[config.mk]
export PLATFORM = sky130hd
export DESIGN_NAME = stopwatch_ctrl
export DESIGN_NICKNAME = d
export VERILOG_FILES = /design/src/rtl/stopwatch_ctrl.sv
export SDC_FILE = /design/constraint.sdc
export NUM_CORES = 1
export LEC_CHECK = 0
export CAP_MARGIN = 40
export CORE_ASPECT_RATIO = 1.5
export CORE_MARGIN = 1
export CORE_UTILIZATION = 45
export CTS_CLUSTER_DIAMETER = 50
export DETAILED_ROUTE_END_ITERATION = 8
export GPL_TIMING_DRIVEN = 0
export PLACE_DENSITY = 0.77
export SLEW_MARGIN = 30
export SYNTH_ARGS = -nofsm -noshare
export SYNTH_HDL_FRONTEND = slang
export SYNTH_SLANG_ARGS = --single-unit
[constraint.sdc]
create_clock -name clk_1 -period 1.85 [get_ports clk_1]
set_input_delay 0.185 -clock clk_1 [delete_from_list [all_inputs] [get_ports clk_1]]
set_output_delay 0.185 -clock clk_1 [all_outputs]
set_load 0.01 [all_outputs]
[src/rtl/stopwatch_ctrl.sv]
// rtl/stopwatch_ctrl.sv - mm:ss stopwatch controller with run/pause/lap states
// Live sec/min counters, a lap snapshot, minute-carry pulse and a sticky hour overflow.
module stopwatch_ctrl (
  input  logic       clk_1,
  input  logic       rst,
  input  logic       start_stop,
  input  logic       lap_clr,
  output logic [5:0] disp_sec,
  output logic [5:0] disp_min,
  output logic [1:0] state,
  output logic       co_min,
  output logic       ovf
);

  typedef enum logic [1:0] {
    S_IDLE  = 2'b00,
    S_RUN   = 2'b01,
    S_PAUSE = 2'b10,
    S_LAP   = 2'b11
  } state_e;

  state_e     state_q, state_d;
  logic [5:0] sec_q, sec_d;
  logic [5:0] min_q, min_d;
  logic [5:0] snap_sec_q, snap_sec_d;
  logic [5:0] snap_min_q, snap_min_d;
  logic       co_min_q, co_min_d;
  logic       ovf_q, ovf_d;
  logic       count_en;

  always_ff @(posedge clk_1 or posedge rst) begin
    if (rst) begin
      state_q    <= S_IDLE;
      sec_q      <= 6'd0;
      min_q      <= 6'd0;
      snap_sec_q <= 6'd0;
      snap_min_q <= 6'd0;
      co_min_q   <= 1'b0;
      ovf_q      <= 1'b0;
    end else begin
      state_q    <= state_d;
      sec_q      <= sec_d;
      min_q      <= min_d;
      snap_sec_q <= snap_sec_d;
      snap_min_q <= snap_min_d;
      co_min_q   <= co_min_d;
      ovf_q      <= ovf_d;
    end
  end

  always_comb begin
    state_d    = state_q;
    sec_d      = sec_q;
    min_d      = min_q;
    snap_sec_d = snap_sec_q;
    snap_min_d = snap_min_q;
    ovf_d      = ovf_q;
    co_min_d   = 1'b0;

    // The pre-edge state decides counting, so leaving RUN/LAP still counts this edge.
    count_en = (state_q == S_RUN) || (state_q == S_LAP);
    if (count_en) begin
      if (sec_q == 6'd59) begin
        sec_d    = 6'd0;
        co_min_d = 1'b1;
        if (min_q == 6'd59) begin
          min_d = 6'd0;
          ovf_d = 1'b1;
        end else begin
          min_d = min_q + 6'd1;
        end
      end else begin
        sec_d = sec_q + 6'd1;
      end
    end

    case (state_q)
      S_IDLE: begin
        if (start_stop) state_d = S_RUN;
      end
      S_RUN: begin
        if (start_stop)   state_d = S_PAUSE;
        else if (lap_clr) state_d = S_LAP;
      end
      S_LAP: begin
        if (start_stop)   state_d = S_PAUSE;
        else if (lap_clr) state_d = S_RUN;
      end
      S_PAUSE: begin
        if (start_stop) begin
          state_d = S_RUN;
        end else if (lap_clr) begin
          state_d = S_IDLE;
          sec_d   = 6'd0;
          min_d   = 6'd0;
          ovf_d   = 1'b0;
        end
      end
      default: state_d = S_IDLE;
    endcase

    // Snapshot captures the post-edge live value on entry to LAP.
    if ((state_q != S_LAP) && (state_d == S_LAP)) begin
      snap_sec_d = sec_d;
      snap_min_d = min_d;
    end
  end

  always_comb begin
    state  = state_q;
    co_min = co_min_q;
    ovf    = ovf_q;
    if (state_q == S_LAP) begin
      disp_sec = snap_sec_q;
      disp_min = snap_min_q;
    end else begin
      disp_sec = sec_q;
      disp_min = min_q;
    end
  end

endmodule

After elaboration in Yosys (flattened, before gate mapping)
Cells that the tools add are included.

storage, ports and cells
  RAM bits = 0
  flip-flop bits (word level) = 28
  bits of input ports = 4
  memories = 0
  output and inout bits = 16
  bits in read-only memories = 0
  latch bits = 0

operators by class
  multiplexer cells = 29
  $mul = 0
  equality and inequality tests = 7
  div/mod/pow operators = 0
  bitwise logic cells = 0
  shifts and indexed selects = 0
  reductions and logical operators = 3
  $lt $le $gt $ge = 0
  add/subtract/negate cells = 2

operator list
  cell                                                  count
  two-way mux 6 bit                                     13
  two-way mux 2 bit                                     7
  adder 6 x 1 -> 6 bit (second input constant)          2
  equality test 6 bit (second input constant)           2
  two-way mux 1 bit                                     8
  case mux 2 bit (4 select lines)                       1
  equality test 2 bit (second input constant)           3
  equality test 2 x 1 -> 1 bit (second input constant)  1
  logical NOT 2 bit                                     1
  inequality test 2 bit (second input constant)         1
  logical AND 1 bit                                     1
  logical OR 1 bit                                      1

Longest topological paths before layout
  depth in word-level cells = 7
  gate-level depth with buffers = 7
  gate-level depth less buffers = 6

Least setup slack after synthesis
No wires, ideal clock.

  kind = flip-flop to flip-flop
  start point = reg sec_q[0]
  end point = reg snap_min_q[5]
  arrival = 1.644 ns
  setup time = 0.082 ns
  stages on the path, launching flop included = 6
  path slack = 0.125 ns
  cell sequence = dfrtp_1 > ha_1 > nand2_1 > or2_4 > or4_4 > a31oi_1

on the way
  word-level cells in the longest chain between the ends = 6

ends and longest elaborated chain
  item                     line  source
  from (decl)              23    logic [5:0] sec_q, sec_d;
  from (signal assigned)   34    sec_q <= 6'd0;
  from (signal assigned)   42    sec_q <= sec_d;
  equality test 6 bit (*)  63    if (sec_q == 6'd59) begin
  two-way mux 6 bit (*)    63
  two-way mux 6 bit (*)    62    if (count_en) begin
  two-way mux 6 bit        92    end else if (lap_clr) begin
  two-way mux 6 bit        90    if (start_stop) begin
  two-way mux 6 bit (*)    77    case (state_q)
  to (signal assigned)     45    snap_min_q <= snap_min_d;
  to (decl)                26    logic [5:0] snap_min_q, snap_min_d;

Mark *: on every way between the ends. The rest lies on a longest branch, timed or not.
A chain may end at the register's enable or synchronous reset.

Final worst setup path
  start point = reg state_q[1], in the netlist state[1]
  end point = out disp_sec[0]

on the way
  word-level cells in the longest chain between the ends = 2

ends and longest elaborated chain
  item                    line  source
  from (decl)             22    state_e state_q, state_d;
  from (signal assigned)  41    state_q <= state_d;
  equality test 2 bit     113   if (state_q == S_LAP) begin
  two-way mux 6 bit       113
  to (decl)               8     output logic [5:0] disp_sec,

No other way between the ends.

==> results_dict.tcl <==
set metrics [dict create \
    status "completed" \
    finalInstanceArea_um2 1780 \
    critPathTopFamily "buffers and inverters" \
    antenna_found_initial 0 \
    ir_drop_uv 831 \
    drt_first_iter_violations 22 \
    first_global_vias 1151 \
    final.hold.worst_slack_ps 286 \
    numCtsBuffers 3 \
    crit_buf_inv 2 \
    syn-cell-area_um2 1410 \
    postRouteAntennaNets 0 \
    clkSlewWorstSetupHoldPaths_ps 100 \
    critical_path.reg2reg.startpoint "sec_q[1]$_DFF_PP0_" \
    critical_path_required_ps 1660 \
    biggest_area_consumer_among_synthesized_cells "sky130_fd_sc_hd__dfrtp_1" \
    grt_setup_unrepaired "false" \
    die-area_um2 3370 \
    total_i_o_pin_count 20 \
    crit_type "reg2out" \
    power_consumption_mw 2.98 \
    finalMaxSlewViolations 0 \
    relSlewSlack_pct 61.4 \
    yosysWarnings 0 \
    period_needed_ps 1770 \
    synthFlopType "sky130_fd_sc_hd__dfrtp_1" \
    hp-class "in2async" \
    layout-area-overhead-vs-synth_pct 26.5 \
    grt_start_max_net_pins 29 \
    numPortBuffers 19 \
    cts_tree "built" \
    critical_path_at_ps 1580 \
    gp_congestion 0.960 \
    synthesis.area_per_instance_um2 10.6 \
    synth_edf_count 0 \
    power.static_leakage_nw 0.867 \
    yosys_register_bits 28 \
    synth_async_sr_flop_share_pct 100 \
    die_x_um 47.7 \
    wire_length_of_the_first_global_routing_pass_um 5200 \
    critical_path_peak_fanout 10 \
    cts.sink_count 28 \
    cellPowerDensity_nw_per_um2 1670 \
    layout.cells.most_common "sky130_fd_sc_hd__dfrtp_1" \
    critPathCaptureType "output pin" \
    maxCapViolCount 0 \
    post_route_setup_tns_ps 0 \
    num-fill-cells 280 \
    setup.worst_path.start "state[1]$_DFF_PP0_" \
    num_rows 24 \
    core_area_um2 2940 \
    globalRouteOverflowTotal 0 \
    critPathMaxStageDelay_ps 420 \
    placed_area_um2 1650 \
    clock_tree_buf_depth 2 \
    cp_cell_sequence "nand2_4 > clkbuf_16 > mux2_2 > dlygate4sd2_1" \
    clock-root-buffer "sky130_fd_sc_hd__clkbuf_8" \
    global_route.usage.total_pct 21.0 \
    firstDrtPassIters 4 \
    detail_placement_hpwl_um 2150 \
    num_vias 1123 \
    slowest_stage "sky130_fd_sc_hd__dfrtp_1" \
    worstSetupStartpointType "flip-flop" \
    fin_skew_ps 7.32 \
    synth.top_cell.area_share_pct 49.7 \
    fin_crit_sh_pct 95.6 \
    wirelength_um 3030 \
    synth.net_count 139 \
    initial_core_utilization_pct 47.9 \
    wl_per_cell_um 15.3 \
    hold_vio_cnt_final 0 \
    die-height_um 70.6 \
    syn_inst 133 \
    final_net_count 166 \
    achievable-frequency_mhz 566 \
    max_slew.worst_pin.slew_ps 578 \
    htree_num_levels 1 \
    most_used_cells_in_the_layout_excluding_fill_and_tap_cells "sky130_fd_sc_hd__dfrtp_1 (27), sky130_fd_sc_hd__nor2_1 (17), sky130_fd_sc_hd__mux2_2 (13)" \
    final_setup_violations 0 \
    antenna_cells_inserted 0 \
    final_layout_size_suffix_gt1_share_pct 24.5 \
    netlist-cell-type-count 35 \
    insertion_delay_ps 270 \
    post_synth_main_area_contributors "sky130_fd_sc_hd__dfrtp_1 (50%), sky130_fd_sc_hd__mux2_2 (10%), sky130_fd_sc_hd__nor2_1 (4.5%)" \
    remaining_drc_errors 0 \
    detail_route.vias_per_cell 5.67 \
    synth_sequential_area_ratio_pct 49.7 \
]
[synthesized netlist by cell type, drive strengths merged (3+ instances only)]
cell,count
a21oi,5
xor2,3
dfrtp,28
nor2,17
nand3,3
a31oi,3
mux2,13
o21ai,9
nand2,13
o31ai,5
[sequential cells by signal, summed over array words and instances, names as in the netlist]
| register | flops |
|---|---|
| co_min | 1 |
| ovf | 1 |
| min_q | 6 |
| snap_min_q | 6 |
| sec_q | 6 |
| state | 2 |
| snap_sec_q | 6 |
[metal layers]
layer	wire length, µm	up-vias	global-route usage [%]
met5	0	-	0
met2	1650	26	35.1
met3	80	6	2.30
li1	-	532	-
met1	1240	559	26.8
met4	56	0	7.41
[kinds of logic (layout without fill, tap and decap cells)]
kind of cell / Yosys count / after routing / share of synthesized area, %
muxes: 15 / 15 / 11.8
xor gates and xnor gates: 5 / 5 / 3.11
and+or+nand+nor: 51 / 51 / 19.7
AOI/OAI and AO/OA: 26 / 26 / 11.7
DFF: 28 / 28 / 49.7
buffers and inverters: 6 / 32 / 2.22
adders and majority gates: 2 / 2 / 1.77
[area by class of cell]
class	count	area, µm²	area share [%]
multi-input cells	99	717	40.2
clock buffers	4	55.1	3.09
repair buffers	23	213	11.9
plain buffers	3	41.3	2.31
inverters	2	7.51	0.421
flip-flops and latches	28	702	39.3
well taps	39	48.8	2.73
[stage by stage]
stage | setup WS [ps] | std cells | util (%)
6_report | 82.2 | 198 | 60.6
5_1_grt | 1.45 | 198 | 60.6
3_3_place_gp | -323 | 191 | 56.0
2_1_floorplan | 125 | 133 | -
4_1_cts | 29.7 | 197 | 59.0
3_5_place_dp | -331 | 191 | 56.0
[where the power goes]
group	internal (mW)	switching (mW)
Combinational	0.764	0.665
Clock	0.190	0.180
Sequential	0.885	0.291
[final timing paths]
check / to / slack (ps) / cells past startpoint
hold reg to reg: snap_sec_q[2]$_DFFE_PP0P_ / 480 / 2
hold / removal: snap_min_q[3]$_DFFE_PP0P_ / 290 / 2
max in group asynchronous: state[0]$_DFF_PP0_ / 1150 / 2
setup / recovery: disp_sec[0] / 80 / 4
min in group clk_1: snap_sec_q[2]$_DFFE_PP0P_ / 480 / 2
setup reg to reg: snap_min_q[5]$_DFFE_PP0P_ / 90 / 5
[what timing repair did]
item / CTS / global route
hold buffers: 0 / 0
endpoints found under the setup margin: 18 / 24
gates resized for setup: 18 / 9
buffers inserted: 2 / 2
(Power assumes the default switching activity.)
